**src/rtl/spi_stream_responder.sv**
```systemverilog
// spi_stream_responder: SPI mode-0 device that answers a read command with
// latency bytes, a header token and a fixed-length payload from a byte stream.
//
// Optional feature: define STREAM_CRC_EN to append a CRC-16-CCITT trailer
// (poly 0x1021, init 0x0000, MSB first) computed over the payload bytes.
//
// Ports:
//   CLK_40      in   system clock, all flops on its rising edge
//   reset       in   asynchronous active-high reset
//   SPI_clk     in   SPI serial clock from the initiator (oversampled)
//   chip_select in   active-low select from the initiator
//   MOSI        in   command data, sampled on SPI_clk rising edges
//   MISO        out  response data, updated after SPI_clk falling edges
//   src_data    in   next payload byte
//   src_valid   in   src_data is valid
//   src_ready   out  one-cycle fetch strobe; byte consumed when valid&ready
//   busy        out  high whenever the responder is not idle
//   frame_sent  out  one-cycle pulse after the final bit of a complete frame
//   underrun    out  sticky; a payload byte was needed while src_valid was low
module spi_stream_responder #(
    parameter logic [7:0] CMD_READ      = 8'h52,
    parameter int         LATENCY_BYTES = 4,
    parameter logic [7:0] HEADER_BYTE   = 8'hFF,
    parameter int         PAYLOAD_LEN   = 512
) (
    input  logic       CLK_40,
    input  logic       reset,
    input  logic       SPI_clk,
    input  logic       chip_select,
    input  logic       MOSI,
    output logic       MISO,
    input  logic [7:0] src_data,
    input  logic       src_valid,
    output logic       src_ready,
    output logic       busy,
    output logic       frame_sent,
    output logic       underrun
);

    localparam int PW = $clog2(PAYLOAD_LEN + 1);
    localparam int LW = (LATENCY_BYTES > 1) ? $clog2(LATENCY_BYTES) : 1;

    typedef enum logic [2:0] {IDLE, CMD, WAIT, HEADER, DATA, CRC, DONE} state_t;

    state_t          state_q, state_d;
    logic [1:0]      sclk_sync_q, cs_sync_q, mosi_sync_q;
    logic            sclk_prev_q, cs_prev_q;
    logic [2:0]      bit_q, bit_d;
    logic [6:0]      cmd_q, cmd_d;
    logic [7:0]      shift_q, shift_d;
    logic            miso_q;
    logic            load_q, load_d;
    logic [LW-1:0]   lat_q, lat_d;
    logic [PW-1:0]   pay_q, pay_d;
    logic            frame_q, frame_d;
    logic            under_q, under_d;
`ifdef STREAM_CRC_EN
    logic [15:0]     crc_q, crc_d;
    logic [1:0]      crc_cnt_q, crc_cnt_d;
`endif

    logic       sclk_s, cs_s, mosi_s, rise, fall, cs_fall, active, last_rise;
    logic [7:0] cmd_byte, fetch_byte;

    assign sclk_s    = sclk_sync_q[1];
    assign cs_s      = cs_sync_q[1];
    assign mosi_s    = mosi_sync_q[1];
    assign rise      = sclk_s & ~sclk_prev_q;
    assign fall      = ~sclk_s & sclk_prev_q;
    assign cs_fall   = ~cs_s & cs_prev_q;
    assign active    = (state_q == CMD) || (state_q == WAIT) || (state_q == HEADER) ||
                       (state_q == DATA) || (state_q == CRC);
    assign last_rise = active && rise && (bit_q == 3'd7);
    assign cmd_byte  = {cmd_q, mosi_s};
    assign fetch_byte = src_valid ? src_data : 8'h00;

    assign MISO       = miso_q;
    assign busy       = state_q != IDLE;
    assign frame_sent = frame_q;
    assign underrun   = under_q;

`ifdef STREAM_CRC_EN
    function automatic logic [15:0] crc_step(input logic [15:0] c, input logic [7:0] b);
        logic [15:0] r;
        r = c ^ {b, 8'h00};
        for (int i = 0; i < 8; i++)
            r = r[15] ? ({r[14:0], 1'b0} ^ 16'h1021) : {r[14:0], 1'b0};
        return r;
    endfunction
`endif

    // Chip select resets to the deselected level so a select held low across
    // reset release still produces the falling edge that opens a frame.
    always_ff @(posedge CLK_40 or posedge reset) begin
        if (reset) begin
            sclk_sync_q <= 2'b00;
            sclk_prev_q <= 1'b0;
            cs_sync_q   <= 2'b11;
            cs_prev_q   <= 1'b1;
            mosi_sync_q <= 2'b00;
        end else begin
            sclk_sync_q <= {sclk_sync_q[0], SPI_clk};
            sclk_prev_q <= sclk_s;
            cs_sync_q   <= {cs_sync_q[0], chip_select};
            cs_prev_q   <= cs_s;
            mosi_sync_q <= {mosi_sync_q[0], MOSI};
        end
    end

    always_ff @(posedge CLK_40 or posedge reset) begin
        if (reset) begin
            state_q   <= IDLE;
            bit_q     <= '0;
            cmd_q     <= '0;
            shift_q   <= '0;
            miso_q    <= 1'b0;
            load_q    <= 1'b0;
            lat_q     <= '0;
            pay_q     <= '0;
            frame_q   <= 1'b0;
            under_q   <= 1'b0;
`ifdef STREAM_CRC_EN
            crc_q     <= '0;
            crc_cnt_q <= '0;
`endif
        end else begin
            state_q   <= state_d;
            bit_q     <= bit_d;
            cmd_q     <= cmd_d;
            shift_q   <= shift_d;
            miso_q    <= shift_d[7];
            load_q    <= load_d;
            lat_q     <= lat_d;
            pay_q     <= pay_d;
            frame_q   <= frame_d;
            under_q   <= under_d;
`ifdef STREAM_CRC_EN
            crc_q     <= crc_d;
            crc_cnt_q <= crc_cnt_d;
`endif
        end
    end

    // State changes happen on the rise of bit 7; the byte for the new state
    // is loaded on the following fall strobe (load_q marks that pending load).
    always_comb begin
        state_d   = state_q;
        bit_d     = bit_q;
        cmd_d     = cmd_q;
        shift_d   = shift_q;
        load_d    = load_q;
        lat_d     = lat_q;
        pay_d     = pay_q;
        frame_d   = 1'b0;
        under_d   = under_q;
        src_ready = 1'b0;
`ifdef STREAM_CRC_EN
        crc_d     = crc_q;
        crc_cnt_d = crc_cnt_q;
`endif
        if (active && rise)
            bit_d = bit_q + 3'd1;
        if (active && fall)
            shift_d = {shift_q[6:0], 1'b0};
        case (state_q)
            IDLE: begin
                if (cs_fall) begin
                    state_d = CMD;
                    bit_d   = '0;
                end
            end
            CMD: begin
                if (rise) begin
                    cmd_d = cmd_byte[6:0];
                    if (bit_q == 3'd7) begin
                        state_d = (cmd_byte == CMD_READ) ?
                                  ((LATENCY_BYTES == 0) ? HEADER : WAIT) : DONE;
                        load_d  = cmd_byte == CMD_READ;
                    end
                end
            end
            WAIT: begin
                if (last_rise) begin
                    load_d = 1'b1;
                    lat_d  = lat_q + LW'(1);
                    if (lat_q == LW'(LATENCY_BYTES - 1)) begin
                        state_d = HEADER;
                        lat_d   = '0;
                    end
                end
            end
            HEADER: begin
                if (last_rise) begin
                    load_d  = 1'b1;
                    state_d = DATA;
                end
            end
            DATA: begin
                if (last_rise) begin
                    if (pay_q == PW'(PAYLOAD_LEN)) begin
`ifdef STREAM_CRC_EN
                        state_d = CRC;
                        load_d  = 1'b1;
`else
                        state_d = DONE;
                        frame_d = 1'b1;
                        shift_d = '0;
`endif
                    end else begin
                        load_d = 1'b1;
                    end
                end
            end
`ifdef STREAM_CRC_EN
            CRC: begin
                if (last_rise) begin
                    if (crc_cnt_q == 2'd2) begin
                        state_d = DONE;
                        frame_d = 1'b1;
                        shift_d = '0;
                    end else begin
                        load_d = 1'b1;
                    end
                end
            end
`endif
            default: ;
        endcase
        if (fall && load_q) begin
            load_d = 1'b0;
            case (state_q)
                WAIT:   shift_d = 8'h00;
                HEADER: shift_d = HEADER_BYTE;
                DATA: begin
                    src_ready = 1'b1;
                    shift_d   = fetch_byte;
                    under_d   = under_q | ~src_valid;
                    pay_d     = pay_q + PW'(1);
`ifdef STREAM_CRC_EN
                    crc_d     = crc_step(crc_q, fetch_byte);
`endif
                end
`ifdef STREAM_CRC_EN
                CRC: begin
                    shift_d   = (crc_cnt_q == 2'd0) ? crc_q[15:8] : crc_q[7:0];
                    crc_cnt_d = crc_cnt_q + 2'd1;
                end
`endif
                default: ;
            endcase
        end
        // Deselect aborts from any state; a fetch strobed this cycle still
        // completes on the source side.
        if (cs_s) begin
            state_d   = IDLE;
            bit_d     = '0;
            cmd_d     = '0;
            shift_d   = '0;
            load_d    = 1'b0;
            lat_d     = '0;
            pay_d     = '0;
            frame_d   = 1'b0;
`ifdef STREAM_CRC_EN
            crc_d     = '0;
            crc_cnt_d = '0;
`endif
        end
    end

endmodule

```
**config.mk**
```make
export PLATFORM = sky130hd
export DESIGN_NAME = spi_stream_responder
export DESIGN_NICKNAME = d
export VERILOG_FILES = /design/src/rtl/spi_stream_responder.sv
export SDC_FILE = /design/constraint.sdc
export NUM_CORES = 1
export LEC_CHECK = 0
export CORE_ASPECT_RATIO = 1.2
export CORE_UTILIZATION = 35
export CTS_CLUSTER_DIAMETER = 200
export CTS_CLUSTER_SIZE = 20
export DETAILED_ROUTE_END_ITERATION = 16
export DONT_BUFFER_PORTS = 1
export SETUP_SLACK_MARGIN = 0.15
export SYNTH_ARGS = -nofsm -noshare
export SYNTH_HDL_FRONTEND = slang
export SYNTH_SLANG_ARGS = --single-unit
```
**constraint.sdc**
```tcl
create_clock -name CLK_40 -period 2.4 [get_ports CLK_40]
set_clock_uncertainty 0.15 [all_clocks]
set_input_delay 0.48 -clock CLK_40 [delete_from_list [all_inputs] [get_ports CLK_40]]
set_output_delay 0.48 -clock CLK_40 [all_outputs]
set_load 0.03 [all_outputs]
```
==> results of run 1 <==
## per-layer routing
layer	up-vias	GRT usage, %
met5	-	0
li1	753	-
met3	5	3.64
met1	743	17.5
met4	0	4.72
met2	26	22.7
## metrics by stage
step	total power [mW]	setup slack, ns	hold WS (ns)	instance area (µm²)
after floorplan	0.881	0.256	0.181	2180
after global placement	0.905	0.304	0.182	2300
after detailed placement	0.907	0.277	0.186	2300
after CTS	1.47	0.176	0.0217	2420
after global routing	1.51	0.162	0.0137	2450
final	1.44	0.225	0.0350	2450
## cell families (layout without fill, tap and decap cells)
kind of cell / after synthesis / count (layout) / share of synthesized area, %
xor+xnor: 6 / 6 / 2.41
simple gates: 74 / 74 / 19.5
buf+inv: 21 / 31 / 4.37
compound gates: 36 / 36 / 10.6
mux: 20 / 20 / 9.53
flops: 44 / 44 / 50.7
fa+ha+maj: 5 / 5 / 2.87
## repair_timing
item                                   in CTS  in global routing
hold buffers                                1                  0
buffers inserted                            0                  4
setup endpoints to repair                   1                  2
gates resized for setup                     1                  3
endpoints found under the hold margin      41                  0
## final timing paths
| kind | start | cells after the start | slack (ns) | end |
|---|---|---|---|---|
| worst max-delay path | state_q[0] | 3 | 0.22 | src_ready |
| max in group asynchronous | reset | 3 | 1.29 | cs_sync_q[1] |
| worst max register to register | sclk_sync_q[1] | 5 | 0.33 | pay_q[8] |
| worst min-delay path | chip_select | 0 | 0.03 | cs_sync_q[0] |
| min in group asynchronous | reset | 3 | 0.52 | bit_q[2] |
| worst min register to register | sclk_sync_q[0] | 0 | 0.20 | sclk_sync_q[1] |
## cell usage after synthesis, types with 3 or more instances
master | instances | area [µm²]
dfrtp_1 | 41 | 1030
nor2_1 | 26 | 97.6
mux2i_1 | 17 | 170
a21oi_1 | 14 | 70.1
inv_1 | 10 | 37.5
o22ai_1 | 9 | 56.3
nand3_1 | 7 | 35.0
clkbuf_1 | 6 | 22.5
nand2_1 | 6 | 22.5
nor3_1 | 6 | 30.0
ha_1 | 5 | 62.6
xnor2_1 | 4 | 35.0
and3b_1 | 3 | 26.3
dfstp_2 | 3 | 78.8
nand2b_1 | 3 | 18.8
nor2b_1 | 3 | 18.8
## sequential cells by signal, summed over array words and instances, names as in the netlist
register	cells
sclk_prev_q	1
load_q	1
frame_sent	1
cs_sync_q	2
MISO	1
lat_q	2
shift_q	7
cs_prev_q	1
state_q	3
underrun	1
bit_q	3
pay_q	10
cmd_q	7
sclk_sync_q	2
mosi_sync_q	2
## power groups by stage
stage	clock network (mW)	logic (mW)	registers, mW
after floorplan	0	0.105	0.777
after global routing	0.599	0.138	0.774
after detailed placement	0	0.121	0.785
after CTS	0.577	0.124	0.771
after global placement	0	0.121	0.785
final	0.547	0.123	0.771
## area by class of cell
class                           instances  area (µm²)  area share [%]
Sequential cell                        44        1110            45.1
Multi-Input combinational cell        141         987            40.2
Timing Repair Buffer                   13         113            4.59
Tap cell                               82         103            4.18
Clock buffer                            6        72.6            2.96
Inverter                               10        37.5            1.53
Clock inverter                          2        35.0            1.43
==> metrics.md, run 1 <==
| Metric | Value |
|---|---|
| Status | `complete, no violations` |
| Final WL | `4140 µm` |
| # clock sinks | `44` |
| Switching power total | `0.333 mW` |
| Clock Pin Slew Worst Setup and Hold Paths | `0.08 ns` |
| Slowest stage delay, CP | `0.47 ns` |
| Fmax achieved | `460 MHz` |
| Ys flop type | `dfrtp_1` |
| Pint | `1.11 mW` |
| Via count | `1,527` |
| # nets final | `234` |
| Placed cell count | `285` |
| Setup violators final | `0` |
| Non-Filler Instances | `298` |
| Leakage Power | `1.17 nW` |
| H-Tree Depth | `2` |
| DP HPWL | `2960 µm` |
| Tot GR Track Use | `13.8%` |
| Critical path class | `reg -> out` |
| Metal2 WL | `1960 µm` |
| Number of diodes | `0` |
| Core area | `6010 µm²` |
| Ys async rst share | `100%` |
| Net Sw Frac | `23.1%` |
| Critical path, cell by cell | `or3b_4, nor2_1, buf_4` |
| Die width | `74.0 µm` |
| Starting density of the core | `36.2%` |
| Final setup TNS | `0 ns` |
| Num CTS Buffers | `5` |
| Final GP Congestion | `0.859` |
| Sequential share of the synthesized area | `50.7%` |
| I/O Buffers | `0` |
| Die ar. | `6540 µm²` |
| Least-Margin Pin Slew | `0.547 ns` |
| Power Dens Cells | `588 nW/µm²` |
| DR pass1 iterations | `4` |
| Max Cap Violations | `0` |
| Post-layout util | `40.8%` |
| CTS tree | `yes` |
| VDD IR max | `292 µV` |
| Layout area overhead | `12.6%` |
| WL/cell | `13.9 µm` |
| Critical Path RT | `1.77 ns` |
| Largest net degree at the start of global routing | `45` |
| Most frequent cells in the layout | `40 x dfrtp_1, 26 x nor2_1, 17 x mux2i_1, 14 x a21oi_1, 11 x buf_4` |
| CP delay by family, top | `simple AND/OR/NAND/NOR gates` |
| First-pass GRT wire length | `6820 µm` |
| Post-Syn Area | `2180 µm²` |
| CTS max path bufs | `2` |
| RSZ-0062 raised after global routing | `false` |
| Vias in the first global route | `1,453` |
| Slowest-stage cell, CP | `dfrtp_2` |
| Gr ovfl total | `0` |
| Cell row count | `31` |
| Synth Area per Inst | `10.6 µm²` |
| IO Pins | `19` |
| Crit path capture type | `primary output` |
| Crit start category | `flop` |
| EDFF count, synth | `0` |
| Initial antenna violation count | `0` |
| CTS root buffer | `clkbuf_8` |
| DRC violations left | `0` |
| Final period utilization | `90.6%` |
| Fin crit period | `2.18 ns` |
| Largest fanout on the critical path | `9` |
| First DRT Iteration DRCs | `55` |
| Met3 WL | `165 µm` |
| Die H | `88.4 µm` |
| Worst-Skew Late Latency | `0.29 ns` |
| Syn Inst Count | `206` |
| YS warnings | `0` |
| Share of cells above drive strength 1 | `15.3%` |
| Rel. slew slack | `63.3%` |
| CP Buf/Inv Count | `1` |
| DR top layer | `met4` |
| Critical path arrival | `1.55 ns` |
| Final Hold Fails | `0` |
| Met1 WL | `1960 µm` |
| Clock power share | `38.0%` |
| ANT nets after route | `0` |
| Synthesized flop and latch total | `44` |
| Via-to-Cell Ratio | `5.12` |
| Unique masters post-synth | `51` |
| Seq pwr share | `53.5%` |
| Worst min path class | `in -> reg` |
| Syn Nets | `225` |
| Final Max Slew Viols | `0` |
| Fill cells | `578` |
| Logic pwr share | `8.5%` |
| Commonest non-fill, non-tap cell in the layout | `dfrtp_1` |
(Power assumes the default switching activity.)
==> run 2, diff against run 1 <==
==> constraint.sdc (replaced) <==
create_clock -name CLK_40 -period 1.95 [get_ports CLK_40]
set_clock_uncertainty 0.15 [all_clocks]
set_input_delay 0.39 -clock CLK_40 [delete_from_list [all_inputs] [get_ports CLK_40]]
set_output_delay 0.39 -clock CLK_40 [all_outputs]
set_load 0.03 [all_outputs]
==> run 2 against run 1 <==
Effect of this change:
- power grew 40%
- sequential power grew 22%
- critical endpoint is now MISO
- first-iteration DRC count increased by 24%
- global-route usage is 1.8 points higher
- clock power rose by 50%
- setup slack worse by 0.20 ns
- via count up 10%
- clock-buffer cell count unchanged
- core utilization is 9.3 points higher
- register-to-register slack lost 0.30 ns
==> metrics.md, run 2 (same netlist as run 1, synthesis figures left out) <==
| Metric | Value |
|---|---|
| Status | `complete, no violations` |
| CTS max path bufs | `2 (unchanged)` |
| Final setup TNS | `0 ns (unchanged)` |
| Hold path startpoint | `src_valid` |
| Cell row count | `31 (unchanged)` |
| DP Worst Slack | `-0.0220 ns (-0.299 ns)` |
| Most frequent cells in the layout | `41 x dfrtp_1, 32 x buf_4, 24 x nor2_1, 17 x mux2i_1, 12 x a21oi_1` |
| Via-to-Cell Ratio | `5.08 (-0.89%)` |
| Overall power | `2.03 mW (+40%)` |
| Number of diodes | `0 (unchanged)` |
| Crit start category | `flop` |
| First DRT Iteration DRCs | `68 (+24%)` |
| Number of flip-flops in the largest register | `10 (unchanged)` |
| Final WL | `5020 µm (+21%)` |
| CP Launch Point | `bit_q[1]` |
| Gr ovfl total | `0 (unchanged)` |
| DRC violations left | `0 (unchanged)` |
| # clock sinks | `44 (unchanged)` |
| Max Cap Violations | `0 (unchanged)` |
| Rel. slew slack | `67.8% (+4.5 points)` |
| Critical path class | `reg -> reg` |
| Commonest non-fill, non-tap cell in the layout | `dfrtp_1` |
| Initial antenna violation count | `0 (unchanged)` |
| Final non-filler cell area | `3010 µm² (+23%)` |
| Core area | `6010 µm² (unchanged)` |
| DP Area | `2440 µm² (+6.3%)` |
| Biggest regs | `pay_q x10, cmd_q x7, shift_q x7` |
| Least-Margin Pin Slew | `0.482 ns (-0.0644 ns)` |
| Leakage Power | `1.43 nW (+23%)` |
| RSZ-0062 raised after global routing | `true` |
| Final Hold Fails | `0 (unchanged)` |
| H-Tree Depth | `2 (unchanged)` |
| Setup violators final | `0 (unchanged)` |
| Final Max Slew Viols | `0 (unchanged)` |
| Non-Filler Instances | `331 (+11%)` |
| Largest fanout on the critical path | `8 (-1)` |
| Hold Slack | `0.0388 ns (+0.00380 ns)` |
| Final GP Congestion | `0.808 (-5.9%)` |
| Die ar. | `6540 µm² (unchanged)` |
| Starting density of the core | `36.2% (unchanged)` |
| Crit path capture type | `flop` |
| Worst min path class | `in -> reg` |
| Die width | `74.0 µm (unchanged)` |
| DP HPWL | `3010 µm (+1.9%)` |
| Top reg by flops | `pay_q` |
| Critical Path RT | `2.02 ns (+0.25 ns)` |
| Critical path arrival | `1.99 ns (+0.44 ns)` |
| Layout area overhead | `38.3%` |
| CTS tree | `yes` |
| Final setup margin | `0.0296 ns (-0.195 ns)` |
| Placed cell count | `297 (+4.2%)` |
| Fin crit period | `1.92 ns` |
| I/O Buffers | `0 (unchanged)` |
| ANT nets after route | `0 (unchanged)` |
| Num CTS Buffers | `5 (unchanged)` |
| Reg-to-reg critical path startpoint | `bit_q[1]` |
| Worst-Skew Late Latency | `0.30 ns (about the same)` |
| WL/cell | `15.2 µm (+9.0%)` |
| Fmax achieved | `521 MHz` |
| Share of cells above drive strength 1 | `37.8% (+22 points)` |
| Post-layout util | `50.1% (+9.3 points)` |
| IO Pins | `19 (unchanged)` |
| CTS root buffer | `clkbuf_8` |
| Die H | `88.4 µm (unchanged)` |
| Via count | `1,681 (+10%)` |
| First-pass GRT wire length | `7670 µm (+13%)` |
| DR pass1 iterations | `4 (unchanged)` |
| Largest net degree at the start of global routing | `45 (unchanged)` |
| # nets final | `267 (+14%)` |
| Final period utilization | `98.5%` |
| Power Dens Cells | `672 nW/µm² (+14%)` |
| Tot GR Track Use | `15.6% (+1.8 points)` |
| VDD IR max | `335 µV (+15%)` |
| Clock Pin Slew Worst Setup and Hold Paths | `0.08 ns (about the same)` |
| Vias in the first global route | `1,618 (+11%)` |
run 2: cell types whose count changed in the layout (fill, tap and decap cells not counted), moves of 3 or more:
cell and change:
buf_4 +21, buf_6 +7, o22ai_1 -6, o22ai_2 +6, dlygate4sd3_1 +3, nor3_1 -3, nor3_4 +3
run 2: final cells by class:
cell class              instances  area, µm²
fillers                       545       3000
multi-input cells             141       1210
flip-flops and latches         44       1100
repair buffers                 46        419
well taps                      82        103
clock buffers                   6       72.6
clock inverters                 2       60.1
inverters                      10       41.3
run 2: power breakdown:
| part | total [mW] | switching (mW) | internal, mW |
|---|---|---|---|
| combinational | 0.263 | 0.148 | 0.114 |
| clock | 0.823 | 0.311 | 0.512 |
| sequential | 0.939 | 0.00992 | 0.930 |
| total | 2.03 | 0.469 | 1.56 |
run 2: final timing paths:
path / to / slack, ns / depth (start not counted)
min in group asynchronous: bit_q[2] / 0.42 / 3
worst max-delay path: MISO / 0.03 / 7
worst min register to register: mosi_sync_q[1] / 0.20 / 0
worst min-delay path: underrun / 0.04 / 1
worst max register to register: MISO / 0.03 / 7
max in group asynchronous: cs_sync_q[1] / 0.95 / 3
run 2: routing by layer:
layer  track usage (%)  up-vias  routed length, µm
li1                  -      820                  -
met1              19.0      827               2250
met2              27.1       29               2580
met3              3.53        5                139
met4              5.24        0                 46
met5                 0        -                  0
run 2: worst max-delay path, cell delays in order (launching register included):
cell	delay [ns]
dfrtp_1	0.39
ha_2	0.20
ha_4	0.15
nand3b_1	0.16
buf_6	0.14
nor2_4	0.04
a221o_2	0.43
o22ai_1	0.18
run 2: timing repair:
item,in CTS,in global routing
hold buffers,4,0
resized for setup,20,28
hold endpoints to repair,44,0
endpoints found under the setup margin,18,30
buffers inserted,15,7
pin swaps,17,13
==> run 3, diff against run 2 <==
--- a/config.mk
+++ b/config.mk
@@ -5,7 +5,6 @@
 export SDC_FILE = /design/constraint.sdc
 export NUM_CORES = 1
 export LEC_CHECK = 0
-export CORE_ASPECT_RATIO = 1.2
 export CORE_UTILIZATION = 35
 export CTS_CLUSTER_DIAMETER = 200
 export CTS_CLUSTER_SIZE = 20
==> run 3 against run 2 <==
Effect of this change:
- design area shrank 1.5%
- largest cell class unchanged
- clock-buffer cell count is 1 lower
- register-to-register slack got worse by 0.02 ns
- core utilization is 0.28 points lower
- maximum frequency down 1.2%
- global-route usage decreased by 0.12 points
- first-iteration DRC count up 12%
- sequential share of layout area up 0.56 points
- non-clock buffer count is 8 lower
==> metrics.md, run 3 (same netlist as run 1, synthesis figures left out) <==
| Metric | Value |
|---|---|
| Via count | `1,644 (-2.2%)` |
| Crit start category | `flop` |
| Crit path capture type | `primary output` |
| ANT nets after route | `0 (unchanged)` |
| R2R Setup Slk | `0.006 ns (-0.02 ns)` |
| Non-Filler Instances | `315 (-4.8%)` |
| Critical path, cell by cell | `or3b_4, nor2_4, buf_12` |
| IO Pins | `19 (unchanged)` |
| Starting density of the core | `36.6% (+0.34 points)` |
| Post-layout util | `49.8% (-0.28 points)` |
| Register-to-Register Path Depth | `5 (-2)` |
| Die ar. | `6540 µm² (about the same)` |
| Largest net degree at the start of global routing | `45 (unchanged)` |
| DP HPWL | `2950 µm (-2.0%)` |
| Number of diodes | `0 (unchanged)` |
| Initial antenna violation count | `0 (unchanged)` |
| Most frequent cells in the layout | `41 x dfrtp_1, 24 x nor2_1, 23 x buf_4, 17 x mux2i_1, 14 x a21oi_1` |
| Worst-Skew Late Latency | `0.29 ns (about the same)` |
| I/O Buffers | `0 (unchanged)` |
| Final Max Slew Viols | `0 (unchanged)` |
| RSZ-0062 raised after global routing | `true` |
| CTS max path bufs | `2 (unchanged)` |
| CTS tree | `yes` |
| First DRT Iteration DRCs | `76 (+12%)` |
| Core area | `5960 µm² (-0.94%)` |
| Vias in the first global route | `1,615 (-0.19%)` |
| WL/cell | `15.3 µm (+0.68%)` |
| VDD IR max | `351 µV (+4.7%)` |
| Critical path class | `reg -> out` |
| Rel. slew slack | `64.4% (-3.5 points)` |
| Biggest regs | `pay_q x10, cmd_q x7, shift_q x7` |
| Sequential cell area | `1100 µm² (unchanged)` |
| Reg-to-reg critical path startpoint | `state_q[0]` |
| # nets final | `259 (-3.0%)` |
| Clock Pin Slew Worst Setup and Hold Paths | `0.08 ns (about the same)` |
| H-Tree Depth | `2 (unchanged)` |
| Via-to-Cell Ratio | `5.22 (+2.8%)` |
| Power Dens Cells | `677 nW/µm² (+0.77%)` |
| Placed cell count | `292 (-1.7%)` |
| Critical Path RT | `1.41 ns (-0.61 ns)` |
| DRC violations left | `0 (unchanged)` |
| Commonest non-fill, non-tap cell in the layout | `dfrtp_1` |
| Layout area overhead | `36.2%` |
| Largest fanout on the critical path | `4 (-4)` |
| DR pass1 iterations | `4 (unchanged)` |
| Tot GR Track Use | `15.5% (-0.12 points)` |
| Hold Slack | `0.0295 ns (-0.00932 ns)` |
| Setup violators final | `0 (unchanged)` |
| CTS root buffer | `clkbuf_8` |
| Final non-filler cell area | `2970 µm² (-1.5%)` |
| Worst Hold Depth | `1 (unchanged)` |
| Gr ovfl total | `0 (unchanged)` |
| Cell row count | `28 (-9.7%)` |
| Num CTS Buffers | `5 (unchanged)` |
| DP Area | `2450 µm² (+0.26%)` |
| Hold path startpoint | `src_valid` |
| Worst min path class | `in -> reg` |
| Final Hold Fails | `0 (unchanged)` |
| CP delay by family, top | `simple AND/OR/NAND/NOR gates` |
| Die width | `80.9 µm (+9.3%)` |
| Final WL | `4810 µm (-4.2%)` |
| Die H | `80.9 µm (-8.5%)` |
| CP Buf/Inv Count | `1 (unchanged)` |
| Area of the multi-input gates | `1230 µm² (+1.2%)` |
| Share of cells above drive strength 1 | `34.6% (-3.2 points)` |
| Max Cap Violations | `0 (unchanged)` |
| Number of flip-flops in the largest register | `10 (unchanged)` |
| Leakage Power | `1.40 nW (-2.0%)` |
| Hold endpoint | `underrun` |
| Fin crit period | `1.94 ns (+0.0231 ns)` |
| Final period utilization | `99.7% (+1.2 points)` |
| Top reg by flops | `pay_q` |
| # clock sinks | `44 (unchanged)` |
| Slowest-stage cell, CP | `or3b_4` |
| Critical path arrival | `1.40 ns (-0.59 ns)` |
| Slowest stage delay, CP | `0.45 ns (+0.02 ns)` |
| Fmax achieved | `515 MHz (-1.2%)` |
| Status | `complete, no violations` |
| First-pass GRT wire length | `7670 µm (about the same)` |
| Final GP Congestion | `0.818 (+1.3%)` |
| Least-Margin Pin Slew | `0.535 ns (+0.0521 ns)` |
| Fill cells | `525 (-3.7%)` |
| Reg2reg end | `pay_q[9]` |
run 3: worst register-to-register path, stage by stage (launching register included):
cell     delay [ns]
dfrtp_1        0.38
or3b_4         0.45
buf_12         0.16
nor4_4         0.24
nand3_1        0.14
mux2_4         0.31
run 3: worst max-delay path by stage:
stage,startpoint,endpoint,slack (ns),cells after the start
floorplan,state_q[0],pay_q[7],0.01,6
global placement,state_q[1],pay_q[7],0.009,4
detailed placement,state_q[1],pay_q[9],-0.03,4
CTS,state_q[0],src_ready,-0.0003,3
global route,state_q[0],src_ready,-0.04,3
finish,state_q[0],src_ready,0.006,3
run 3: layer usage:
layer	GRT usage [%]	vias up	part of all wire, %
met5	0	-	0
met4	5.89	0	0.83
met3	3.15	7	3.6
met2	24.0	29	48
met1	21.3	814	47
li1	-	794	-
run 3: power by group:
part | internal (mW) | switching (mW)
registers | 0.930 | 0.0122
clock network | 0.504 | 0.308
logic | 0.111 | 0.145
run 3: layout make-up:
class | instances | share of cell area [%]
clock buffers | 5 | 2.32
clock inverters | 2 | 2.02
inverters | 10 | 1.39
multi-input cells | 141 | 41.4
flip-flops and latches | 44 | 37.2
well taps | 75 | 3.16
repair buffers | 38 | 12.5
run 3: through the flow:
stage               power (mW)  worst slack (ns)  setup TNS [ns]
CTS                       2.01         -0.000320       -0.000320
global route              2.08           -0.0414          -0.109
global placement          1.14           0.00941               0
finish                    2.01           0.00642               0
floorplan                 1.09            0.0124               0
detailed placement        1.14           -0.0340         -0.0901
run 3: repair_timing:
| item | 4_1_cts | 5_1_grt |
|---|---|---|
| endpoints found under the hold margin | 44 | 0 |
| buffers inserted | 10 | 2 |
| resized for setup | 25 | 24 |
| pin swaps | 14 | 21 |
| endpoints found under the setup margin | 19 | 28 |
| hold buffers | 4 | 0 |
